==> config.mk <==
export PLATFORM = sky130hd
export DESIGN_NAME = vga_ram_arbiter
export DESIGN_NICKNAME = d
export VERILOG_FILES = /design/src/rtl/vga_ram_arbiter.sv
export SDC_FILE = /design/constraint.sdc
export NUM_CORES = 1
export LEC_CHECK = 0
export ABC_AREA = 1
export BUFFER_PORTS_ARGS = -buffer_cell sky130_fd_sc_hd__buf_2
export CAP_MARGIN = 30
export CORE_ASPECT_RATIO = 1.25
export CORE_MARGIN = 8
export CORE_UTILIZATION = 50
export CTS_BUF_LIST = sky130_fd_sc_hd__clkbuf_4 sky130_fd_sc_hd__clkbuf_8
export CTS_CLUSTER_SIZE = 25
export DETAILED_ROUTE_END_ITERATION = 6
export PLACE_DENSITY_LB_ADDON = 0.05
export SLEW_MARGIN = 20
export SYNTH_ARGS = -nofsm -noshare
export SYNTH_HDL_FRONTEND = slang
export SYNTH_SLANG_ARGS = --single-unit
==> constraint.sdc <==
create_clock -name clk -period 2 [get_ports clk]
set_clock_uncertainty 0.15 [all_clocks]
set_input_delay 0 -clock clk [delete_from_list [all_inputs] [get_ports clk]]
set_output_delay 0 -clock clk [all_outputs]
set_load 0.005 [all_outputs]
==> src/rtl/vga_ram_arbiter.sv <==
// Arbitrates the single-port VGA frame-buffer RAM between display reads (priority) and accelerator writes.
// Optional write FIFO enabled by defining VGA_ARB_WBUF_EN.
module vga_ram_arbiter #(
    parameter int IMG_W     = 320,
    parameter int IMG_H     = 240,
    parameter int PIX_W     = 12,
    parameter int ADDR_W    = 17,
    parameter int MAX_STALL = 64
`ifdef VGA_ARB_WBUF_EN
    ,
    parameter int WBUF_DEPTH = 4
`endif
) (
    input  logic              clk,
    input  logic              rst_n,
    input  logic              disp_req,
    input  logic [7:0]        disp_row,
    input  logic [8:0]        disp_col,
    output logic [PIX_W-1:0]  disp_pixel,
    output logic              disp_valid,
    output logic              disp_miss,
    input  logic              wr_valid,
    output logic              wr_ready,
    input  logic [7:0]        wr_row,
    input  logic [8:0]        wr_col,
    input  logic [PIX_W-1:0]  wr_data,
    output logic              err_oob,
    output logic              ram_en,
    output logic              ram_we,
    output logic [ADDR_W-1:0] ram_addr,
    output logic [PIX_W-1:0]  ram_wdata,
    input  logic [PIX_W-1:0]  ram_rdata
);

    localparam int STALL_W = $clog2(MAX_STALL + 1);
    localparam logic [STALL_W-1:0] MAX_STALL_L = STALL_W'(MAX_STALL);
    localparam logic [8:0] IMG_H_L = 9'(IMG_H);
    localparam logic [9:0] IMG_W_L = 10'(IMG_W);

    typedef enum logic [1:0] {
        G_IDLE = 2'd0,
        G_DISP = 2'd1,
        G_WR   = 2'd2
    } grant_t;

    typedef struct packed {
        logic             oob;
        logic [7:0]       row;
        logic [8:0]       col;
        logic [PIX_W-1:0] data;
    } wr_entry_t;

    function automatic logic is_oob(input logic [7:0] row, input logic [8:0] col);
        return ({1'b0, row} >= IMG_H_L) || ({1'b0, col} >= IMG_W_L);
    endfunction

    function automatic logic [ADDR_W-1:0] pix_addr(input logic [7:0] row, input logic [8:0] col);
        return ADDR_W'(row) * ADDR_W'(IMG_W) + ADDR_W'(col);
    endfunction

    grant_t             grant_d, grant_q;
    logic [STALL_W-1:0] stall_d, stall_q;
    logic               miss_d, miss_q;
    logic               err_d, err_q;
    logic               rd_oob_d, rd_oob_q;
    logic [PIX_W-1:0]   pix_hold_d, pix_hold_q;
    logic               force_s;
    logic               wr_pend_s;
    logic               wr_hs_s;
    wr_entry_t          pend_s;
    wr_entry_t          in_entry_s;

    assign in_entry_s = '{oob: is_oob(wr_row, wr_col), row: wr_row, col: wr_col, data: wr_data};
    assign wr_hs_s    = wr_valid & wr_ready;

`ifdef VGA_ARB_WBUF_EN
    localparam int PTR_W = $clog2(WBUF_DEPTH);
    localparam logic [PTR_W:0] DEPTH_L = (PTR_W + 1)'(WBUF_DEPTH);

    wr_entry_t        fifo_q [WBUF_DEPTH];
    logic [PTR_W-1:0] rd_ptr_d, rd_ptr_q;
    logic [PTR_W-1:0] wr_ptr_d, wr_ptr_q;
    logic [PTR_W:0]   cnt_d, cnt_q;
    logic             wr_ready_d, wr_ready_q;
    logic             pop_s;

    assign pop_s     = (grant_d == G_WR);
    assign wr_pend_s = (cnt_q != '0);
    assign pend_s    = fifo_q[rd_ptr_q];
    assign wr_ready  = wr_ready_q;

    // FIFO pointer/occupancy update; ready looks at next occupancy so a pop while full re-opens it.
    always_comb begin
        rd_ptr_d   = rd_ptr_q;
        wr_ptr_d   = wr_ptr_q;
        cnt_d      = cnt_q;
        if (wr_hs_s) begin
            wr_ptr_d = wr_ptr_q + {{(PTR_W-1){1'b0}}, 1'b1};
        end else begin
            wr_ptr_d = wr_ptr_q;
        end
        if (pop_s) begin
            rd_ptr_d = rd_ptr_q + {{(PTR_W-1){1'b0}}, 1'b1};
        end else begin
            rd_ptr_d = rd_ptr_q;
        end
        cnt_d      = cnt_q + (PTR_W + 1)'(wr_hs_s) - (PTR_W + 1)'(pop_s);
        wr_ready_d = (cnt_d != DEPTH_L);
    end

    // FIFO storage and pointer registers.
    always_ff @(posedge clk or negedge rst_n) begin
        if (!rst_n) begin
            for (int i = 0; i < WBUF_DEPTH; i++) begin
                fifo_q[i] <= '0;
            end
            rd_ptr_q   <= '0;
            wr_ptr_q   <= '0;
            cnt_q      <= '0;
            wr_ready_q <= 1'b0;
        end else begin
            if (wr_hs_s) begin
                fifo_q[wr_ptr_q] <= in_entry_s;
            end
            rd_ptr_q   <= rd_ptr_d;
            wr_ptr_q   <= wr_ptr_d;
            cnt_q      <= cnt_d;
            wr_ready_q <= wr_ready_d;
        end
    end
`else
    assign wr_pend_s = wr_valid;
    assign pend_s    = in_entry_s;
    assign wr_ready  = rst_n & (~disp_req | force_s);
`endif

    // Force only bites while a write is actually waiting, so a read is never dropped for nothing.
    assign force_s = (stall_q == MAX_STALL_L) & wr_pend_s;

    // Grant decision plus starvation counter, miss flag, sticky error and read bookkeeping.
    always_comb begin
        grant_d    = G_IDLE;
        stall_d    = '0;
        miss_d     = 1'b0;
        err_d      = err_q;
        rd_oob_d   = is_oob(disp_row, disp_col);
        pix_hold_d = pix_hold_q;
        if (disp_req && !force_s) begin
            grant_d = G_DISP;
        end else if (wr_pend_s) begin
            grant_d = G_WR;
        end else begin
            grant_d = G_IDLE;
        end
        if ((grant_d == G_DISP) && wr_pend_s) begin
            stall_d = (stall_q == MAX_STALL_L) ? stall_q : stall_q + {{(STALL_W-1){1'b0}}, 1'b1};
        end else begin
            stall_d = '0;
        end
        miss_d = (grant_d == G_WR) & disp_req;
        if (wr_hs_s && in_entry_s.oob) begin
            err_d = 1'b1;
        end else begin
            err_d = err_q;
        end
        if (grant_q == G_DISP) begin
            pix_hold_d = disp_pixel;
        end else begin
            pix_hold_d = pix_hold_q;
        end
    end

    // RAM port is driven straight from the current-cycle grant; out-of-range accesses are suppressed.
    always_comb begin
        ram_en    = 1'b0;
        ram_we    = 1'b0;
        ram_addr  = '0;
        ram_wdata = '0;
        case (grant_d)
            G_DISP: begin
                ram_en   = ~rd_oob_d;
                ram_we   = 1'b0;
                ram_addr = rd_oob_d ? '0 : pix_addr(disp_row, disp_col);
            end
            G_WR: begin
                ram_en    = ~pend_s.oob;
                ram_we    = ~pend_s.oob;
                ram_addr  = pend_s.oob ? '0 : pix_addr(pend_s.row, pend_s.col);
                ram_wdata = pend_s.data;
            end
            default: begin
                ram_en    = 1'b0;
                ram_we    = 1'b0;
                ram_addr  = '0;
                ram_wdata = '0;
            end
        endcase
    end

    // Arbiter state registers.
    always_ff @(posedge clk or negedge rst_n) begin
        if (!rst_n) begin
            grant_q    <= G_IDLE;
            stall_q    <= '0;
            miss_q     <= 1'b0;
            err_q      <= 1'b0;
            rd_oob_q   <= 1'b0;
            pix_hold_q <= '0;
        end else begin
            grant_q    <= grant_d;
            stall_q    <= stall_d;
            miss_q     <= miss_d;
            err_q      <= err_d;
            rd_oob_q   <= rd_oob_d;
            pix_hold_q <= pix_hold_d;
        end
    end

    // RAM data arrives one cycle after the grant, so the pixel is muxed in that cycle and held afterwards.
    assign disp_valid = (grant_q == G_DISP);
    assign disp_pixel = (grant_q == G_DISP) ? (rd_oob_q ? '0 : ram_rdata) : pix_hold_q;
    assign disp_miss  = miss_q;
    assign err_oob    = err_q;

endmodule
==> impl_metrics.json <==
{
  "status": "complete, but fails checks",
  "violations": "negative setup slack",
  "dr.pass1.iters": 4,
  "port_buffers": 108,
  "cp-start-kind": "input pin",
  "powerDensity_nw_per_um2": 453.9,
  "ys_ff_latch": 24,
  "wl_mm": 7.643,
  "postLayoutCellArea_um2": 3897,
  "syn_nets": 510,
  "detail-route-antenna-nets": 0,
  "hold_viol_final": 0,
  "peakVddDrop_mv": 0.2458,
  "rrSetupSlack_ns": 0.43,
  "maxSlewViolCount": 0,
  "cts-htree-levels": 1,
  "tns_ns": -0.1703,
  "path_class": "in2out",
  "fp.coreArea_um2": 5080,
  "grt_pass1_wl_mm": 12.67,
  "cts_tree": "built",
  "critPathTopFamily": "adder cells",
  "maxSlewHeadroom": 0.6564,
  "critical_path.cell_chain": "buf_6 -> ha_4 -> ha_4 -> inv_2 -> fa_2 -> nand3b_1 -> nor2_2 -> nand3_2 -> nor2_2 -> nand2_1 -> nand2_1 -> nand2_1 -> nand2_1 -> buf_2",
  "placed_area_um2": 3377,
  "layout_setup_ws_ns": -0.08671,
  "max_freq_ghz": 0.4792,
  "synth-edff-count": 0,
  "start_util": 0.5165,
  "die-area_um2": 7836,
  "cp_max_fo": 3,
  "grt_max_degree": 17,
  "max-cap-violations": 0,
  "fin_crit_ns": 2.087,
  "final_cells": 628,
  "cp.buffers_inverters": 3,
  "finalPower_mw": 1.769,
  "gp_congestion": 0.8600,
  "finalCritPeriodShare": 1.043,
  "dp_cells": 598,
  "leakage_nw": 2.338,
  "antenna_found_initial": 0,
  "synth.distinct_cells": 30,
  "syn-instance-count": 412,
  "tightest_slew_ns": 0.5148,
  "clock-sinks": 24,
  "num_rows": 29,
  "nFillCells": 410,
  "end_kind": "output port",
  "clock_latency_ns": 0.26,
  "drive_gt1_frac": 0.3339,
  "drc_errors": 0,
  "synthArstFlopShare": 1.000,
  "cp.required_ns": 1.85,
  "grt_pass1_vias": 3128,
  "clk_pin_slew_ns": 0.08,
  "cp.arrival_ns": 1.94,
  "rsz0062_at_grt": "yes",
  "muxShareOfSynthArea": 0,
  "synth_top_family_by_area": "simple AND/OR/NAND/NOR gates",
  "synth_compound_gate_area_share": 0.06962,
  "ys_seq_area_frac": 0.2289,
  "yosysWarnings": 0,
  "synth-xor-area-share": 0.01001,
  "yosys.area_share.simple": 0.4025,
  "setup_violations": 4,
  "syn_area_um2": 2624,
  "viasPerCell": 4.874,
  "synth_adder_area_share": 0.1831,
  "dpl_worst_slack_ns": -0.2638,
  "synthFlopType": "dfrtp_1",
  "grt-ovfl-total": 0,
  "wl_per_cell_um": 12.17,
  "cp_slowest_cell": "fa_2",
  "slowest_delay_ns": 0.45,
  "diodes": 0,
  "cts_buffers": 3,
  "drtIter0Drc": 65,
  "hpwl_mm": 6.003,
  "syn_to_final_growth_pct": 48.55,
  "clock-root-buffer": "clkbuf_8",
  "die_height_um": 96.99,
  "finalNetCount": 665,
  "holdCritPathClass": "in2reg",
  "path_common_cell": "nand2_1",
  "synth_area_per_cell_um2": 6.368,
  "pin_count": 109,
  "grt_usage": 0.1889,
  "die_x_um": 80.79,
  "vias": 3061,
  "cts_buffer_depth": 2
}
power breakdown:
group	internal [mW]	switching (mW)
Clock	0.175	0.147
Sequential	0.521	0.00992
Combinational	0.425	0.491
Total	1.12	0.648
repair_timing:
| action | 4_1_cts | 5_1_grt |
|---|---|---|
| gates cloned | 1 | 0 |
| pin swaps | 26 | 20 |
| gates resized for setup | 33 | 20 |
| hold buffers | 14 | 1 |
| hold endpoints to repair | 38 | 1 |
| endpoints found under the setup margin | 8 | 20 |
| setup buffers | 3 | 7 |
synthesized netlist by cell type, types with 2 or more instances:
master / number / share of area
clkbuf_1: 5 / 0.0072
nand3_1: 43 / 0.082
a21oi_1: 7 / 0.013
nand2_1: 141 / 0.20
xnor2_1: 2 / 0.0067
nand3b_1: 5 / 0.014
nor2_2: 4 / 0.0095
o21a_1: 2 / 0.0057
dfrtp_1: 24 / 0.23
nand4_1: 4 / 0.0095
ha_1: 32 / 0.15
inv_1: 64 / 0.092
fa_1: 4 / 0.031
o21ai_0: 17 / 0.032
nand2_2: 2 / 0.0048
o21ai_1: 2 / 0.0038
nor3_1: 3 / 0.0057
nor2_1: 37 / 0.053
o22ai_1: 2 / 0.0048
a31o_2: 2 / 0.0067
worst paths after layout:
| path | startpoint | endpoint | depth (start not counted) |
|---|---|---|---|
| min in group asynchronous | rst_n | stall_q[0] | 2 |
| worst max-delay path | disp_row[3] | ram_addr[16] | 14 |
| worst min register to register | stall_q[0] | stall_q[0] | 1 |
| max in group asynchronous | rst_n | pix_hold_q[2] | 3 |
| worst min-delay path | disp_col[6] | rd_oob_q | 4 |
| worst max register to register | stall_q[0] | stall_q[4] | 7 |
per-layer routing:
layer / wire, µm / GRT usage / vias to the layer above
met3: 387 / 0.02963 / 4
met1: 3090 / 0.1993 / 1377
met4: 58 / 0.04414 / 0
met2: 4107 / 0.3651 / 68
li1: - / - / 1612
met5: 0 / 0 / -
cell families after synthesis:
family	Yosys count
adder cells (fa/ha/maj)	36
XOR/XNOR	3
AND/OR/NAND/NOR	245
buffers and inverters	71
AO/OA/AOI/OAI	33
flip-flops	24
layout by cell type (no fill, tap or decap), drive strengths merged, types with 5 or more instances in the layout:
| cell | count |
|---|---|
| dlygate4sd3 | 15 |
| nor2 | 43 |
| nand3 | 43 |
| dfrtp | 24 |
| nand2 | 144 |
| o21ai | 19 |
| buf | 141 |
| inv | 64 |
| nand3b | 5 |
| a21oi | 7 |
| ha | 32 |
worst min-delay path, delay by kind of cell:
| kind | cells | cell delay, ns |
|---|---|---|
| buf+inv | 2 | 0.19 |
| compound gates | 1 | 0.13 |
| simple gates | 1 | 0.05 |
flip-flops by register name, summed over array words and instances (netlist names):
name / flops
disp_miss: 1
err_oob: 1
grant_q: 2
pix_hold_q: 12
rd_oob_q: 1
stall_q: 7
area by class of cell:
cell class / count / area, µm² / area share
Tap cell: 62 / 77.57 / 0.01990
Timing Repair Buffer: 156 / 991.0 / 0.2543
Sequential cell: 24 / 600.6 / 0.1541
Clock buffer: 4 / 55.05 / 0.01413
Multi-Input combinational cell: 318 / 1933 / 0.4960
Inverter: 64 / 240.2 / 0.06164
stage by stage:
| stage | hold WS, ns | utilization |
|---|---|---|
| final | 0.006298 | 0.7672 |
| after global routing | 0.04448 | 0.7672 |
| after CTS | 0.009817 | 0.7387 |
| after detailed placement | -0.2179 | 0.6648 |
| after global placement | -0.2230 | 0.6648 |
| after floorplan | -0.4456 | - |
No activity file was read; power rests on OpenSTA's default activity.
